==> src/rtl/spi_encoder.sv <==
// spi_encoder: SPI mode-0 frame transmitter sending {code, data} MSB first; define SPI_ENCODER_PARITY_EN to append an odd-parity bit
module spi_encoder #(
    parameter int unsigned CLK_DIV   = 2,
    parameter logic [7:0]  ROLL_CODE = 8'h41
) (
    input  logic       clk,
    input  logic       rst_n,
    input  logic       cmd_valid,
    output logic       cmd_ready,
    input  logic [7:0] cmd_code,
    input  logic [7:0] cmd_data,
    input  logic       roll_req,
    output logic       sclk,
    output logic       mosi,
    output logic       cs_n,
    output logic       busy,
    output logic       done
);
`ifdef SPI_ENCODER_PARITY_EN
    localparam int FB = 17;
`else
    localparam int FB = 16;
`endif
    localparam logic [7:0] DIV_LD = 8'(CLK_DIV - 1);
    typedef enum logic [2:0] {IDLE, SETUP, SHIFT, HOLD, GAP} state_t;
    state_t        state_q, state_d;
    logic [7:0]    div_q, div_d;
    logic [4:0]    bit_q, bit_d;
    logic [FB-1:0] sr_q, sr_d, load;
    logic          sclk_q, sclk_d, en_q;
    logic [15:0]   frame;
    logic          accept, tick;
    assign frame = {roll_req ? ROLL_CODE : cmd_code, cmd_data};
`ifdef SPI_ENCODER_PARITY_EN
    assign load = {frame, ~^frame};
`else
    assign load = frame;
`endif
    assign cmd_ready = en_q && state_q == IDLE;
    assign accept    = cmd_valid && cmd_ready;
    assign tick      = div_q == 8'd0;
    assign busy      = state_q != IDLE;
    assign cs_n      = state_q == IDLE || state_q == GAP;
    assign sclk      = sclk_q;
    assign mosi      = !cs_n && sr_q[FB-1];
    assign done      = state_q == GAP && div_q == DIV_LD;
    // next state: each phase lasts CLK_DIV cycles; data shifts only when sclk falls, never after the last bit
    always_comb begin
        state_d = state_q;
        div_d   = tick ? DIV_LD : div_q - 8'd1;
        bit_d   = bit_q;
        sr_d    = sr_q;
        sclk_d  = sclk_q;
        case (state_q)
            IDLE: begin
                div_d  = DIV_LD;
                bit_d  = 5'd0;
                sclk_d = 1'b0;
                if (accept) begin
                    state_d = SETUP;
                    sr_d    = load;
                end
            end
            SETUP: if (tick) begin
                state_d = SHIFT;
                sclk_d  = 1'b1;
                bit_d   = 5'd0;
            end
            SHIFT: if (tick) begin
                sclk_d = !sclk_q;
                if (sclk_q) begin
                    if (bit_q == 5'(FB - 1)) state_d = HOLD;
                    else begin
                        sr_d  = sr_q << 1;
                        bit_d = bit_q + 5'd1;
                    end
                end
            end
            HOLD:    if (tick) state_d = GAP;
            GAP:     if (tick) state_d = IDLE;
            default: state_d = IDLE;
        endcase
    end
    // state registers; reset aborts any frame immediately and holds cmd_ready low until the first edge after release
    always_ff @(posedge clk or negedge rst_n) begin
        if (!rst_n) begin
            state_q <= IDLE;
            div_q   <= 8'd0;
            bit_q   <= 5'd0;
            sr_q    <= '0;
            sclk_q  <= 1'b0;
            en_q    <= 1'b0;
        end else begin
            state_q <= state_d;
            div_q   <= div_d;
            bit_q   <= bit_d;
            sr_q    <= sr_d;
            sclk_q  <= sclk_d;
            en_q    <= 1'b1;
        end
    end
endmodule

==> config.mk <==
export PLATFORM = sky130hd
export DESIGN_NAME = spi_encoder
export DESIGN_NICKNAME = d
export VERILOG_FILES = /design/src/rtl/spi_encoder.sv
export SDC_FILE = /design/constraint.sdc
export NUM_CORES = 1
export LEC_CHECK = 0
export ABC_AREA = 1
export CELL_PAD_IN_SITES_DETAIL_PLACEMENT = 2
export CELL_PAD_IN_SITES_GLOBAL_PLACEMENT = 2
export CORE_ASPECT_RATIO = 0.9
export CORE_MARGIN = 10
export CORE_UTILIZATION = 24
export CTS_CLUSTER_DIAMETER = 80
export DETAILED_ROUTE_END_ITERATION = 12
export GPL_TIMING_DRIVEN = 0
export MAX_ROUTING_LAYER = met4
export PLACE_DENSITY_LB_ADDON = 0.12
export SLEW_MARGIN = 10
export SYNTH_ARGS = -nofsm -noshare
export SYNTH_HDL_FRONTEND = slang
export SYNTH_SLANG_ARGS = --single-unit
export TNS_END_PERCENT = 20
==> constraint.sdc <==
create_clock -name clk -period 3.2 [get_ports clk]
set_input_delay 0.32 -clock clk [delete_from_list [all_inputs] [get_ports clk]]
set_output_delay 0.32 -clock clk [all_outputs]
set_load 0.05 [all_outputs]
Word level (Yosys, flattened, before mapping)
Cells that the tools add are included.
Operators by class
  add/sub/neg operators: 2
  $mul: 0
  div/mod/pow operators: 0
  $lt $le $gt $ge: 0
  equal/unequal tests: 14
  shift operators: 0
  muxes and demuxes: 24
  bitwise logic cells: 0
  reduce and logical (&&, ||, !) cells: 16
Operators with widths (count)
  $mux 16: 4
  $pmux 16 s2: 1
  $mux 8: 3
  $mux 3: 7
  $mux 5: 4
  $ne 2x2->1 const B: 8
  $pmux 3 s5: 1
  $pmux 5 s3: 1
  $reduce_and 5->1: 2
  $eq 8x1->1 const B: 1
  $logic_not 8->1: 1
  $sub 8x1->8 const B: 1
  $reduce_and 7->1: 1
  $eq 3x2->1 const B: 2
  $reduce_bool 3->1: 2
  $add 5x1->5 const B: 1
  $eq 5x4->1 const B: 1
  $logic_and 1x1->1: 4
  $eq 3x1->1 const B: 1
  $eq 3x3->1 const B: 1
  $logic_not 3->1: 1
  $pmux 1 s3: 1
  $reduce_and 3->1: 1
  $logic_not 1->1: 2
  3 further kinds: 4
Storage, ports and cells
  register bits after elaboration: 34
  latch bits: 0
  memory bits (writable): 0
  bits in read-only memories: 0
  bits of input ports: 20
  output and inout bits: 6
  logic and storage cells: 62
  memories: 0

Depth between registers and ports, before layout
Gate-level depths: netlist of run 1.
  word-level depth: 5
  mapped depth: 11
  mapped depth without buffers: 11

Worst setup path before layout of run 1
No wires, ideal clock.
  path type: reg-to-output
  start: reg state_q[0]
  end: out cmd_ready
  arrival: 2.025 ns
  required time: 2.880 ns
  path slack: 0.855 ns
  stages on the path, launching flop included: 6
  buffers on the path: 0
  cells stage by stage: dfrtp_1 nor2_4 inv_1 nor2_1 inv_1 nor2_1
Between the ends
  word-level cells in the longest chain between the ends: 2
RTL lines
  start: declaration: RTL line 26  | state_t state_q, state_d;
  start signal: assignment: RTL line 94  | state_q <= state_d;
  $logic_not 3->1: RTL line 39  | assign cmd_ready = en_q && state_q == IDLE;
  $logic_and 1x1->1: RTL line 39
  end: declaration: RTL line 9  | output logic cmd_ready,
Every way passes these cells.

Worst setup path in the final report of run 1
Same ends and word-level chain as after synthesis.

==> results of run 1 <==
-- worst register-to-register path, cell delays in order (launching register included) --
cell	delay, ns
dfrtp_1	0.42
ha_1	0.23
nand2_1	0.07
nor2_1	0.05
ha_1	0.20
inv_1	0.08
nand2_1	0.09
o21ai_2	0.21
buf_2	0.28
nand3_1	0.12
nand2_1	0.08
-- through the flow --
stage	area [µm²]	util [%]	cells	hold WS, ns
after floorplan	1960	-	260	0.0244
after global placement	2330	29.2	384	0.460
after detailed placement	2350	29.4	385	0.258
after CTS	2450	30.7	394	0.479
after global routing	2450	30.7	394	0.488
final	2450	30.7	394	0.464
-- metal layers --
metal  GRT usage (%)  vias up
li1                -      884
met1            13.9      862
met2            15.5       18
met3            2.66        6
met4            2.65        0
met5               -        -
-- synthesized netlist by cell type --
library cell	instances
inv_2	3
nand4_1	2
nor2_1	25
or2_2	7
buf_4	1
buf_6	3
nand3_4	1
o21ai_0	12
ha_1	5
nor3b_1	1
nor2_2	1
xor2_1	3
nor3_1	3
buf_2	3
o21ai_2	7
nand2_1	83
dfrtp_1	34
nor2_4	2
inv_1	24
o21ai_1	4
nand3_2	1
nand3_1	29
conb_1	1
a21oi_1	2
nand2_2	2
xnor2_1	1
-- cells by family after synthesis --
kind of cell	count (synthesis)	share of synthesized area (%)
compound gates	25	7.73
other cells	1	0.191
simple gates	157	35.6
flops	34	43.4
buf+inv	34	8.05
xor+xnor	4	1.79
fa+ha+maj	5	3.19
-- worst paths after layout --
| check | from | to | cells past startpoint |
|---|---|---|---|
| max reg2reg | bit_q[0] | sr_q[9] | 10 |
| min reg2reg | div_q[0] | div_q[0] | 1 |
| min | rst_n | bit_q[1] | 2 |
| max | state_q[0] | cmd_ready | 6 |
| min in group clk | div_q[0] | div_q[0] | 1 |
| max in group asynchronous | rst_n | sr_q[11] | 3 |
-- power by group --
group	leakage, nW	total (mW)	internal (mW)	switching [mW]
logic	0.715	1.44	0.493	0.945
registers	0.436	0.716	0.594	0.122
clock network	0.0482	0.344	0.174	0.170
total	1.20	2.50	1.26	1.24
-- registers in the layout, summed over array words and instances (netlist names) --
signal	flops
state_q	3
div_q	8
bit_q	5
sclk	1
en_q	1
sr_q	16
-- layout by cell type (no fill, tap or decap), types with 3 or more instances in the layout --
cell type,n
inv_1,24
o21ai_2,7
buf_6,3
clkdlybuf4s50_1,24
dfrtp_1,34
clkbuf_8,6
buf_2,4
o21ai_0,12
inv_2,3
or2_2,7
o21ai_1,4
nor3_1,3
nor2_1,25
ha_1,5
nand3_1,29
xor2_1,3
nand2_1,83
-- cell type report --
type / instances / area [µm²] / share of cell area, %
multi-input combinational: 192 / 951 / 38.8
sequential: 34 / 851 / 34.7
timing repair buffer: 27 / 275 / 11.2
tap: 99 / 124 / 5.06
inverter: 27 / 101 / 4.14
clock buffer: 7 / 86.3 / 3.52
buffer: 7 / 56.3 / 2.30
clock inverter: 1 / 5.00 / 0.204
==> flow_summary.yaml, run 1 <==
run_status:
  outcome: "finished clean"
drt:
  via_per_inst: 4.49
  highest_layer: "met4"
  wl_met3_um: 186
  vias: 1770
  remaining_drc_errors: 0
  wire_per_inst_um: 14.6
  ant_nets: 0
  drt_iter0_drc: 60
  dr.pass1.iters: 4
  met1_length_mm: 2.89
  routed_wl_mm: 5.76
  wl_met2_mm: 2.62
clock_tree:
  cts_tree: "yes"
  post-cts-setup-buffers: 0
  clock_latency_ns: 0.29
  cts_resized: 0
  cts.clk_slew.worst_paths_ns: 0.07
  cts.sinks: 34
  cts.path.max_buffers: 2
  numCtsBuffers: 5
  cts_hold_buf: 1
  clock-root-buffer: "clkbuf_8"
  cts_max_level: 2
synthesis:
  synth_top_cell_area_share_pct: 43.4
  ys_seq_area_share_pct: 43.4
  synth_nets: 285
  yosysTopAreaCell: "dfrtp_1"
  synth_warnings: 0
  synth_area_leaders: "dfrtp_1 (43%), nand2_1 (16%), nand3_1 (7.4%), nor2_1 (4.8%), inv_1 (4.6%)"
  post_synth.cell_area_avg_um2: 7.54
  synth_seq_cells: 34
  syn-cell-area_um2: 1960
  ys_types: 26
  syn_inst: 260
global_routing:
  gr-usage-all-layers_pct: 10.5
  antenna_found_initial: 0
  grt_pass1_vias: 1968
  grt_overflow: 0
  grt_pass1_wl_mm: 10.0
  grt_max_degree: 23
cells_and_area:
  drive_gt1_share_pct: 13.6
  diodes: 0
  areaGrowthSynthToFinish_pct: 25.0
  nFillCells: 968
  finalNetCount: 319
timing:
  fin_crit_sh_pct: 80.8
  finalSetupTns_ns: 0
  clock.fmax_ghz: 0.387
  tightestPinTransition_ns: 0.509
  fin_skew_ns: 0.00606
  setup_viol: 0
  maxSlewHeadroom_pct: 65.9
  rsz0062_at_grt: "no"
  period_minus_slack_ns: 2.58
  finalWorstSetupSlack_ns: 0.616
  hold_violations: 0
  drv_slew: 0
placement:
  dp_slack_ns: 0.915
  hpwl_mm: 4.30
  port_buffers: 25
  routabilityCongestion: 0.738
worst_setup_path:
  cp_num_buf_inv: 3
  crit_type: "reg2out"
  crit_slowest_cell: "clkdlybuf4s50_1"
  worst_ep_required_time_ns: 2.88
  cp_max_fo: 6
  end_kind: "primary output"
  rrSetupSlack_ns: 1.31
  start_kind: "register"
  worstPathArrival_ns: 2.26
  crit_family: "buffers and inverters"
  worstPathCellList: "nor2_4, inv_1, nor2_1, inv_1, nor2_1, clkdlybuf4s50_1"
  cpPeakStageDelay_ns: 0.81
die:
  dieArea_um2: 12200
  num_rows: 31
  core_um2: 7990
  die_w_um: 115
  ios: 26
  start_util_pct: 24.5
  dieHeight_um: 106
pwr:
  p_leak_nw: 1.20
  finalPower_mw: 2.50
  pwr_density_cell_nw_per_um2: 1020
  irDropWorstVdd_uv: 622
run:
  maxCapViolCount: 0
worst_hold_path:
  hp-class: "in2async"
(Power assumes the default switching activity.)
==> inputs of run 2 (changes only) <==
clock period = 2.42 ns   (was 3.2 ns; I/O delays follow)
==> run 2 against run 1 <==
  * Sequential share of layout area fell by 0.053 points
  * Register-to-register slack worse by 0.78 ns
  * Setup slack worse by 0.41 ns
  * Hold slack worse by 0.078 ns
  * Power rose by 32%
  * Sequential power grew 32%
  * Clock power increased by 32%
  * Via count is 0.40% higher
  * Non-clock buffer count unchanged
  * Critical endpoint unchanged
  * Largest power group unchanged
==> flow_summary.yaml, run 2 (synthesis gave the netlist of run 1 again) <==
run_status:
  outcome: "finished clean"
clock_tree:
  clock_latency_ns: 0.29
  clock-root-buffer: "clkbuf_8"
  cts.sinks: 34
  cts_max_level: 2
  cts_tree: "yes"
  post-cts-setup-buffers: 0
  cts.path.max_buffers: 2
  numCtsBuffers: 5
  cts.clk_slew.worst_paths_ns: 0.07
placement:
  hpwl_mm: 4.30
  routabilityCongestion: 0.738
  port_buffers: 25
  dp.cells: 385
timing:
  period_minus_slack_ns: 2.22
  tightestPinTransition_ns: 0.519
  fin_skew_ns: 0.00606
  drv_slew: 0
  whs_ns: 0.386
  clock.fmax_ghz: 0.451
  hold_violations: 0
  rsz0062_at_grt: "no"
  fin_crit_sh_pct: 91.6
  setup_viol: 0
  finalSetupTns_ns: 0
  maxSlewHeadroom_pct: 65.3
worst_setup_path:
  crit_type: "reg2out"
  start_kind: "register"
  r2r_cells: 10
  cp_max_fo: 6
  worstPathArrival_ns: 1.98
  reg2reg_from: "bit_q[0]"
  rrSetupSlack_ns: 0.53
  worst_ep_required_time_ns: 2.18
  end_kind: "primary output"
  endpoint: "cmd_ready"
  crit_path_start: "state_q[0]"
  timing.rr.end: "sr_q[9]"
cells_and_area:
  drive_gt1_share_pct: 13.6
  largest_reg_flops: 16
  top_register: "sr_q"
  multiInputGateArea_um2: 951
  layout_commonest_cell: "nand2_1"
  finalNetCount: 319
  seq_area_um2: 851
  areaGrowthSynthToFinish_pct: 25.2
  final_cell_mix: "nand2_1 (83), dfrtp_1 (34), nand3_1 (29)"
  reg_top3: "sr_q (16), div_q (8), bit_q (5)"
  nFillCells: 968
  finalNonFillerCells: 394
  diodes: 0
global_routing:
  grt_pass1_vias: 1968
  grt_max_degree: 23
  grt_pass1_wl_mm: 10.0
  gr-usage-all-layers_pct: 10.5
  antenna_found_initial: 0
  grt_overflow: 0
drt:
  dr.pass1.iters: 4
  routed_wl_mm: 5.77
  via_per_inst: 4.51
  vias: 1777
  ant_nets: 0
  remaining_drc_errors: 0
  drt_iter0_drc: 64
  wire_per_inst_um: 14.6
die:
  start_util_pct: 24.5
  dieArea_um2: 12200
  dieHeight_um: 106
  core_um2: 7990
  ios: 26
  num_rows: 31
  die_w_um: 115
pwr:
  p_leak_nw: 1.23
  pwr_density_cell_nw_per_um2: 1340
  irDropWorstVdd_uv: 796
worst_hold_path:
  hp-class: "in2async"
run:
  maxCapViolCount: 0
==> run 2: changes by cell type in the layout (fill, tap and decap cells not counted) <==
cell / before / now
dlygate4sd2_1: 0 / 1
clkdlybuf4s50_1: 24 / 21
dlymetal6s2s_1: 0 / 2
==> run 2: final cells by class <==
class	instances	share of cell area (%)
multi-input cells	192	38.8
flip-flops and latches	34	34.7
repair buffers	27	11.4
well taps	99	5.05
inverters	27	4.13
clock buffers	7	3.52
plain buffers	7	2.29
clock inverters	1	0.204
==> run 2: timing repair <==
action	in CTS	in global routing
resized for setup	1	2
hold buffers	1	0
setup endpoints to repair	1	2
hold endpoints to repair	12	0
==> run 2: report_power, final <==
group	switching (mW)	internal [mW]	leakage (nW)
sequential	0.161	0.786	0.436
combinational	1.25	0.645	0.744
clock	0.224	0.230	0.0482
==> run 2: metrics by stage <==
step	total power [mW]	setup slack, ns	area, µm²	util (%)
after floorplan	2.32	0.153	1960	-
after global routing	3.67	0.00512	2450	30.7
after detailed placement	2.90	0.213	2350	29.4
after CTS	3.38	0.0456	2450	30.6
final	3.29	0.202	2450	30.7
after global placement	2.85	0.136	2330	29.2
==> run 2: how the worst min path moves through the flow <==
| stage | startpoint | to | slack, ns |
|---|---|---|---|
| detailed placement | rst_n | bit_q[1] | 0.18 |
| finish | rst_n | bit_q[1] | 0.39 |
| global route | rst_n | bit_q[1] | 0.42 |
| floorplan | rst_n | bit_q[0] | -0.05 |
| global placement | bit_q[4] | bit_q[4] | 0.46 |
| CTS | rst_n | bit_q[1] | 0.40 |
==> run 2: metal layers <==
| metal | vias up | GRT usage [%] | part of all wire [%] |
|---|---|---|---|
| li1 | 884 | - | - |
| met1 | 869 | 13.9 | 50 |
| met2 | 18 | 15.5 | 46 |
| met3 | 6 | 2.66 | 3.4 |
| met4 | 0 | 2.65 | 1.1 |
| met5 | - | - | 0 |
==> run 2: critical path, cell delays in order (launching register included) <==
cell           delay (ns)
dfrtp_1              0.48
nor2_4               0.23
inv_1                0.09
nor2_1               0.19
inv_1                0.08
nor2_1               0.09
dlygate4sd2_1        0.54
